<file path="src/rtl/product_bcd_converter_if.sv">
// product_bcd_converter_if: Start/Busy/Valid handshake and result bus of the BCD converter.
// The optional Seg/SegNeg display signals exist only when PRODUCT_BCD_SEG_EN is defined.
interface product_bcd_converter_if #(parameter int WIDTH = 16, parameter int DIGITS = 5);
  logic Start;
  logic Signed;
  logic [WIDTH-1:0] Product;
  logic Busy;
  logic Valid;
  logic Neg;
  logic [4*DIGITS-1:0] Bcd;
`ifdef PRODUCT_BCD_SEG_EN
  logic [7*DIGITS-1:0] Seg;
  logic SegNeg;
  modport master (output Start, Signed, Product, input Busy, Valid, Neg, Bcd, Seg, SegNeg);
  modport slave (input Start, Signed, Product, output Busy, Valid, Neg, Bcd, Seg, SegNeg);
`else
  modport master (output Start, Signed, Product, input Busy, Valid, Neg, Bcd);
  modport slave (input Start, Signed, Product, output Busy, Valid, Neg, Bcd);
`endif
endinterface

</file>
<file path="src/rtl/product_bcd_converter.sv">
// product_bcd_converter: sequential double-dabble of the multiplier product into sign + BCD digits.
// Define PRODUCT_BCD_SEG_EN to add active-low seven-segment outputs decoded from the registered result.
module product_bcd_converter #(
  parameter int WIDTH = 16,
  parameter int DIGITS = 5
) (
  input logic Clk,
  input logic Reset,
  product_bcd_converter_if.slave bus
);
  localparam int CW = $clog2(WIDTH + 1);
  typedef enum logic [1:0] {IDLE, SHIFT, DONE} state_t;
  state_t state;
  logic [WIDTH-1:0] mag;
  logic [4*DIGITS-1:0] scratch, adj;
  logic [4*DIGITS+WIDTH-1:0] sh;
  logic [CW-1:0] cnt;
  logic neg_r;
  always_comb begin
    adj = scratch;
    for (int i = 0; i < DIGITS; i++)
      adj[4*i+:4] = scratch[4*i+:4] >= 4'd5 ? scratch[4*i+:4] + 4'd3 : scratch[4*i+:4];
    sh = {adj, mag} << 1;
  end
  // Sign travels with the conversion and is published together with Bcd at DONE
  always_ff @(posedge Clk) begin
    if (Reset) begin
      state <= IDLE;
      mag <= '0;
      scratch <= '0;
      cnt <= '0;
      neg_r <= 1'b0;
      bus.Busy <= 1'b0;
      bus.Valid <= 1'b0;
      bus.Neg <= 1'b0;
      bus.Bcd <= '0;
    end else begin
      case (state)
        IDLE: if (bus.Start) begin
          mag <= bus.Signed && bus.Product[WIDTH-1] ? -bus.Product : bus.Product;
          neg_r <= bus.Signed && bus.Product[WIDTH-1];
          scratch <= '0;
          cnt <= '0;
          bus.Valid <= 1'b0;
          bus.Busy <= 1'b1;
          state <= SHIFT;
        end
        SHIFT: begin
          scratch <= sh[4*DIGITS+WIDTH-1:WIDTH];
          mag <= sh[WIDTH-1:0];
          cnt <= cnt + 1'b1;
          if (cnt == CW'(WIDTH - 1)) state <= DONE;
        end
        DONE: begin
          bus.Bcd <= scratch;
          bus.Neg <= neg_r;
          bus.Valid <= 1'b1;
          bus.Busy <= 1'b0;
          state <= IDLE;
        end
        default: state <= IDLE;
      endcase
    end
  end
`ifdef PRODUCT_BCD_SEG_EN
  function automatic logic [6:0] seg7(input logic [3:0] d);
    case (d)
      4'd0: seg7 = 7'b1000000;
      4'd1: seg7 = 7'b1111001;
      4'd2: seg7 = 7'b0100100;
      4'd3: seg7 = 7'b0110000;
      4'd4: seg7 = 7'b0011001;
      4'd5: seg7 = 7'b0010010;
      4'd6: seg7 = 7'b0000010;
      4'd7: seg7 = 7'b1111000;
      4'd8: seg7 = 7'b0000000;
      4'd9: seg7 = 7'b0010000;
      default: seg7 = 7'h7F;
    endcase
  endfunction
  always_comb begin
    bus.Seg = '1;
    for (int i = 0; i < DIGITS; i++)
      bus.Seg[7*i+:7] = bus.Valid ? seg7(bus.Bcd[4*i+:4]) : 7'h7F;
    bus.SegNeg = ~bus.Neg;
  end
`endif
endmodule
</file>
<file path="src/flat_wrapper.sv">
// flat-port wrapper written by rule: the top's interface ports become plain ports
module product_bcd_converter_flat 
#(
  parameter int WIDTH = 16,
  parameter int DIGITS = 5
)
  (Clk, Reset, bus_Start, bus_Signed, bus_Product, bus_Busy, bus_Valid, bus_Neg, bus_Bcd);
  product_bcd_converter_if #(.WIDTH(WIDTH), .DIGITS(DIGITS)) bus_i ();
  input logic Clk;
  input logic Reset;
  input wire logic [$bits(bus_i.Start)-1:0] bus_Start;
  input wire logic [$bits(bus_i.Signed)-1:0] bus_Signed;
  input wire logic [$bits(bus_i.Product)-1:0] bus_Product;
  output wire logic [$bits(bus_i.Busy)-1:0] bus_Busy;
  output wire logic [$bits(bus_i.Valid)-1:0] bus_Valid;
  output wire logic [$bits(bus_i.Neg)-1:0] bus_Neg;
  output wire logic [$bits(bus_i.Bcd)-1:0] bus_Bcd;
  assign bus_i.Start = bus_Start;
  assign bus_i.Signed = bus_Signed;
  assign bus_i.Product = bus_Product;
  assign bus_Busy = bus_i.Busy;
  assign bus_Valid = bus_i.Valid;
  assign bus_Neg = bus_i.Neg;
  assign bus_Bcd = bus_i.Bcd;
  product_bcd_converter #(.WIDTH(WIDTH), .DIGITS(DIGITS)) u_core (.Clk(Clk), .Reset(Reset), .bus(bus_i));
endmodule
</file>
<file path="config.mk">
export PLATFORM = sky130hd
export DESIGN_NAME = product_bcd_converter_flat
export DESIGN_NICKNAME = d
export VERILOG_FILES = /design/src/rtl/product_bcd_converter_if.sv /design/src/rtl/product_bcd_converter.sv /design/src/flat_wrapper.sv
export SDC_FILE = /design/constraint.sdc
export NUM_CORES = 1
export LEC_CHECK = 0
export BUFFER_PORTS_ARGS = -buffer_cell sky130_fd_sc_hd__buf_2
export CAP_MARGIN = 10
export CELL_PAD_IN_SITES_DETAIL_PLACEMENT = 0
export CELL_PAD_IN_SITES_GLOBAL_PLACEMENT = 1
export CORE_ASPECT_RATIO = 1.5
export CORE_UTILIZATION = 40
export DETAILED_ROUTE_END_ITERATION = 8
export PLACE_DENSITY = 0.73
export RECOVER_POWER = 50
export SLEW_MARGIN = 20
export SYNTH_ARGS = -nofsm -noshare
export SYNTH_HDL_FRONTEND = slang
export SYNTH_SLANG_ARGS = --single-unit
</file>
<file path="constraint.sdc">
create_clock -name Clk -period 1.7 [get_ports Clk]
set_clock_uncertainty 0.05 [all_clocks]
set_input_delay 0.085 -clock Clk [delete_from_list [all_inputs] [get_ports Clk]]
set_output_delay 0.085 -clock Clk [all_outputs]
set_load 0.01 [all_outputs]
</file>
==> Yosys cells after proc, flatten, opt, wreduce, memory -nomap -nowiden <==
Cells that the tools add are included.
{ "totals": {"reg_bits": 67, "latchBits": 0, "ramBits": 0, "romBits": 0, "input_bits": 20, "n_memories": 0} }
{ "op_classes": {"add_sub_neg": 7, "multipliers": 0, "n_div": 0, "order_cmp": 5, "eq_ne": 5, "n_shift": 0, "muxes": 19, "bitwise": 0, "reduce_logical": 8} }
{ "ops": {"columns": ["op", "n"], "rows": [
  ["one-hot mux 20 bit (2 select lines)", 1],
  ["two-way mux 16 bit", 2],
  ["one-hot mux 16 bit (2 select lines)", 1],
  [">= comparator 4 x 3 -> 1 bit (second input constant)", 5],
  ["two-way mux 20 bit", 1],
  ["adder 4 x 2 -> 4 bit (second input constant)", 4],
  ["two-way mux 4 bit", 4],
  ["negation 16 bit", 1],
  ["one-hot mux 5 bit (2 select lines)", 1],
  ["AND reduction 2 bit", 4],
  ["adder 5 x 1 -> 5 bit (second input constant)", 1],
  ["== test 5 x 4 -> 1 bit (second input constant)", 1],
  ["two-way mux 5 bit", 1],
  ["two-way mux 2 bit", 2],
  ["one-hot mux 1 bit (2 select lines)", 2],
  ["one-hot mux 2 bit (2 select lines)", 1],
  ["nonzero test 2 bit", 2],
  ["adder 3 x 2 -> 3 bit (second input constant)", 1],
  ["two-way mux 3 bit", 1],
  ["== test 2 x 1 -> 1 bit (second input constant)", 1],
  ["== test 2 bit (second input constant)", 1],
  ["zero test 2 bit", 1],
  ["two-way mux 1 bit", 2],
  ["!= test 2 x 1 -> 1 bit (second input constant)", 1],
  ["other kinds (2)", 2]
]} }

==> Logic depth before layout (Yosys ltp) <==
{ "logic_depth": {"depth_word": 4, "ltp_mapped": 6, "mapped_depth_nobuf": 6} }

==> Worst setup path before layout <==
Ideal clock, no wire load.
{ "synth_timing": {"path_type": "flip-flop to flip-flop", "startpoint": "register u_core.state[0]", "endpoint": "register u_core.mag[13]", "setup_ns": 0.061, "arrival_time_ns": 1.295, "t_required_ns": 1.589, "setup_slack_ns": 0.294, "stages_incl_launch_ff": 6, "synth_period_minus_slack_ns": 1.406, "cell_sequence": "dfxtp_1 buf_2 nand2b_4 or3_1 nor4_1 a311o_1"} }
{ "synth_via": {"elab_chain_cells": 3} }
{ "synth_rtl": {"columns": ["element", "line_no", "source"], "rows": [
  ["start: declaration", "product_bcd_converter.sv:13", "state_t state;"],
  ["start signal: assignment", "product_bcd_converter.sv:28", "state <= IDLE;"],
  ["start signal: assignment", "product_bcd_converter.sv:46", "state <= SHIFT;"],
  ["start signal: assignment", "product_bcd_converter.sv:52", "if (cnt == CW'(WIDTH - 1)) state <= DONE;"],
  ["== test 2 x 1 -> 1 bit / zero test 2 bit (equally long branches)", "product_bcd_converter.sv:38", "case (state)"],
  ["nonzero test 2 bit (no line) / != test 2 bit (equally long branches)", null, null],
  ["AND reduction 2 bit (no line)", null, null],
  ["end signal: assignment", "product_bcd_converter.sv:40", "mag <= bus.Signed && bus.Product[WIDTH-1] ? -bus.Product : bus.Product;"],
  ["end signal: assignment", "product_bcd_converter.sv:50", "mag <= sh[WIDTH-1:0];"],
  ["end: declaration", "product_bcd_converter.sv:14", "logic [WIDTH-1:0] mag;"]
]} }
Parallel ways exist; a longest one is shown, timed or not.
A chain may end at the register's enable or synchronous reset.

==> Worst setup path after layout <==
{ "layout_timing": {"startpoint": "register u_core.scratch[1]", "endpoint": "register u_core.scratch[2]"} }
{ "layout_via": {"elab_chain_cells": 3} }
{ "layout_rtl": {"columns": ["element", "line_no", "source"], "rows": [
  ["start: declaration", "product_bcd_converter.sv:15", "logic [4*DIGITS-1:0] scratch, adj;"],
  ["start signal: assignment", "product_bcd_converter.sv:49", "scratch <= sh[4*DIGITS+WIDTH-1:WIDTH];"],
  ["adder 4 x 2 -> 4 bit / >= comparator 4 x 3 -> 1 bit (equally long branches)", "product_bcd_converter.sv:22", "adj[4*i+:4] = scratch[4*i+:4] >= 4'd5 ? scratch[4*i+:4] + 4'd3 : scratch[4*i+:4];"],
  ["two-way mux 4 bit (*)", "product_bcd_converter.sv:22", null],
  ["one-hot mux 20 bit (2 select lines) (*)", "product_bcd_converter.sv:38", null]
]} }
Mark *: on every way between the ends. The rest lies on a longest branch, timed or not.

==> run metrics <==
Clock Power Share about 46%; Worst-Skew Late Latency 0.33 ns; R2R depth 6; ant diodes 0; crit path max-delay cell type dfxtp_1; placer's final routability congestion estimate 0.795; maximum clock rate 636 MHz; hpwl dp about 5.2 mm; switching share of total power 22.4%; Num CTS Buffers 9; largest net degree at the start of global routing 25; Critical Path Sink Type flip-flop; Async SR Flop Fraction 0%; status finished, final reports clean; share of cells above drive strength 1 13.7%; main flop type after synthesis dfxtp_1; Final Max Slew Viols 0; slowest cell delay on critical path 0.40 ns; Util after Layout 50.2%; number of flops mapped to enable cells by yosys 0; Root Driver clkbuf_16; Mapped Area 0.00318 mm2; die width 74.9 um; RR Startpoint u_core.scratch[1]; Rows 39; initial core utilization between 40% and 50%; pwr/cell area 937 mW/mm2; Leakage 1.41 nW; Nets ~460; warnings from Yosys 0; Crit. Startpoint u_core.scratch[1]; WP data arrival about 1.8 ns; fillers 831; clock sink count 67; Switch Pwr 808 uW; gr ovfl total 0; I/O Pins 43; r2r setup slk 0.13 ns; R2R Path End u_core.scratch[2]; DIE HEIGHT 111 um; Initial DRT Pass Iterations 5; Antenna Nets Post-Route 0; Vias ~2800; Worst-path clk slew 0.05 ns; critical path cell sequence inv_1, ha_1, nand2b_1, a21oi_2, mux2i_1, a22o_1; GRT Total Usage around a fifth; total negative setup slack 0 ns; Slew @ Worst Pin 0.700 ns; flops & latches, synth 67; syn avg cell area 8.56 um2; Post CTS Setup Buffer Count 0; post-synthesis net count between 400 and 500; Comb power frac 8.1%; drt total wl 7.17 mm; final hold vios 0; RSZ-0062 raised after global routing false; FF+latch area 0.00134 mm2; critical path class flip-flop to flip-flop; DRT iter0 DRCs approximately 130; number of distinct library cells after synthesis 40; CTS tree yes; Int Power 2.79 mW; Area Growth Syn to Fin 20.7%; initial antenna violation count 0; Port Buffers 42; period utilisation layout 92.6%; H-tree Lvls 3; Hold Crit Class input pin to flip-flop; share of power burned in registers a little under half; first-pass GRT wire length 12.4 mm; DRC errors left 0; Design Area, Final a little under 0.004 mm2; vias in the first global route 2686; Clock Tree Buf Depth 2; Worst VDD drop 0.581 mV; Final setup viols 0; WHS approximately 0.04 ns; register area share after synthesis 42.1%; vias per inst 5.23; wire per inst roughly 13 um; Req. time, crit path 1.92 ns; number of max-cap violations 0; max_slew headroom between 50% and 60%; end point of the critical path u_core.scratch[2]; area of the multi-input gates roughly 0.0017 mm2; DP Area 0.00357 mm2; startpoint types flip-flop; Tmin final approximately 1.6 ns; core area roughly 0.0077 mm2; CP Max Fanout 4; die area 0.00833 mm2; Mapped Cells 372
==> worst min-delay path by stage <==
| stage | from | to | cells past startpoint |
|---|---|---|---|
| CTS | bus_Product[11] | u_core.mag[11] | 3 |
| global placement | bus_Product[13] | u_core.mag[13] | 2 |
| global route | bus_Signed | u_core.mag[15] | 3 |
| finish | bus_Product[11] | u_core.mag[11] | 3 |
| floorplan | bus_Product[15] | u_core.mag[15] | 2 |
| detailed placement | bus_Product[14] | u_core.mag[14] | 2 |
==> final cells by class <==
| type | instances | share of cell area (%) |
|---|---|---|
| inverter | 15 | 1.46 |
| multi-input combinational | 268 | 44.2 |
| tap | 102 | 3.32 |
| clock buffer | 14 | 6.87 |
| sequential | 67 | 34.9 |
| clock inverter | 2 | 0.260 |
| timing repair buffer | 64 | 8.95 |
==> critical path: cells and delay by family (launching register included) <==
family                     cells  cell delay, ns
DFF                            1            0.40
AOI/OAI and AO/OA              2            0.37
muxes                          1            0.25
adders and majority gates      1            0.19
and+or+nand+nor                1            0.15
buffers and inverters          1            0.10
==> flip-flops by register name, summed over array words and instances (netlist names) <==
register / cells
u_core.bus.Bcd: 20
u_core.neg_r: 1
u_core.bus.Busy: 1
u_core.bus.Neg: 1
u_core.cnt: 5
u_core.bus.Valid: 1
u_core.state: 2
u_core.scratch: 20
u_core.mag: 16
==> per-stage QoR <==
stage / worst slack (ns) / std cells / total power [mW]
3_5_place_dp: 0.0649 / 513 / 1.96
6_report: 0.127 / 532 / 3.60
2_1_floorplan: 0.294 / 372 / 1.84
4_1_cts: 0.0563 / 532 / 3.66
3_3_place_gp: 0.125 / 513 / 1.96
5_1_grt: 0.0185 / 532 / 3.77
==> Yosys cell counts, types with 7 or more instances <==
| cell | number | area [um2] |
|---|---|---|
| buf_2 | 10 | 50.1 |
| a21oi_1 | 44 | 220 |
| o22ai_1 | 11 | 68.8 |
| clkbuf_1 | 11 | 41.3 |
| dfxtp_1 | 67 | 1340 |
| ha_1 | 13 | 163 |
| nor2_1 | 20 | 75.1 |
| nor3_1 | 7 | 35.0 |
| nand2b_1 | 10 | 62.6 |
| o21ai_0 | 14 | 70.1 |
| nand2_1 | 50 | 188 |
| inv_1 | 15 | 56.3 |
| a22oi_1 | 16 | 120 |
| a22o_1 | 10 | 87.6 |
| xnor2_1 | 14 | 123 |
| nand3_1 | 9 | 45.0 |
==> metal layers <==
metal	GRT usage [%]	part of all wire, %	vias up
li1	-	-	1425
met1	23.3	44	1292
met2	32.6	51	52
met3	3.55	2.1	12
met4	10.1	2.8	0
met5	0	0	-
==> cell families after synthesis <==
family / Yosys count / share of synthesized area (%)
muxes: 7 / 2.24
DFF: 67 / 42.1
AOI/OAI and AO/OA: 108 / 21.1
xor gates and xnor gates: 20 / 5.50
adders and majority gates: 13 / 5.11
buffers and inverters: 37 / 4.75
and+or+nand+nor: 120 / 19.2
==> power by group through the flow <==
stage          registers (mW)  clock network (mW)  logic, mW
6_report                 1.64                1.67      0.293
3_5_place_dp             1.67                   0      0.292
2_1_floorplan            1.66                   0      0.184
3_3_place_gp             1.67                   0      0.289
5_1_grt                  1.64                1.80      0.325
4_1_cts                  1.64                1.73      0.298
==> cells in the final DEF, fill, tap and decap left out, types with 2 or more instances in the layout <==
cell type / Yosys / final
a211oi_1: 2 / 2
a21oi_1: 44 / 42
a21oi_2: 0 / 2
a222oi_1: 2 / 2
a22o_1: 10 / 10
a22oi_1: 16 / 16
a311o_1: 2 / 2
a31oi_1: 4 / 4
and2_1: 2 / 2
buf_2: 10 / 19
buf_4: 0 / 16
clkbuf_1: 11 / 28
clkbuf_16: 0 / 9
clkbuf_8: 0 / 2
clkinv_2: 0 / 2
dfxtp_1: 67 / 65
dfxtp_2: 0 / 2
dlygate4sd3_1: 0 / 3
ha_1: 13 / 13
inv_1: 15 / 15
mux2i_1: 6 / 6
nand2_1: 50 / 50
nand2b_1: 10 / 10
nand3_1: 9 / 9
nand3b_1: 3 / 3
nor2_1: 20 / 20
nor2b_1: 3 / 3
nor3_1: 7 / 7
nor4_1: 2 / 2
nor4_2: 2 / 2
o21ai_0: 14 / 14
o22ai_1: 11 / 11
or3_1: 5 / 5
xnor2_1: 14 / 14
xor2_1: 6 / 6
==> repair_timing <==
item,4_1_cts,5_1_grt
hold buffers,3,0
gates resized for setup,0,4
setup endpoints to repair,0,5
hold endpoints to repair,3,0
No activity file was read; power rests on OpenSTA's default activity.
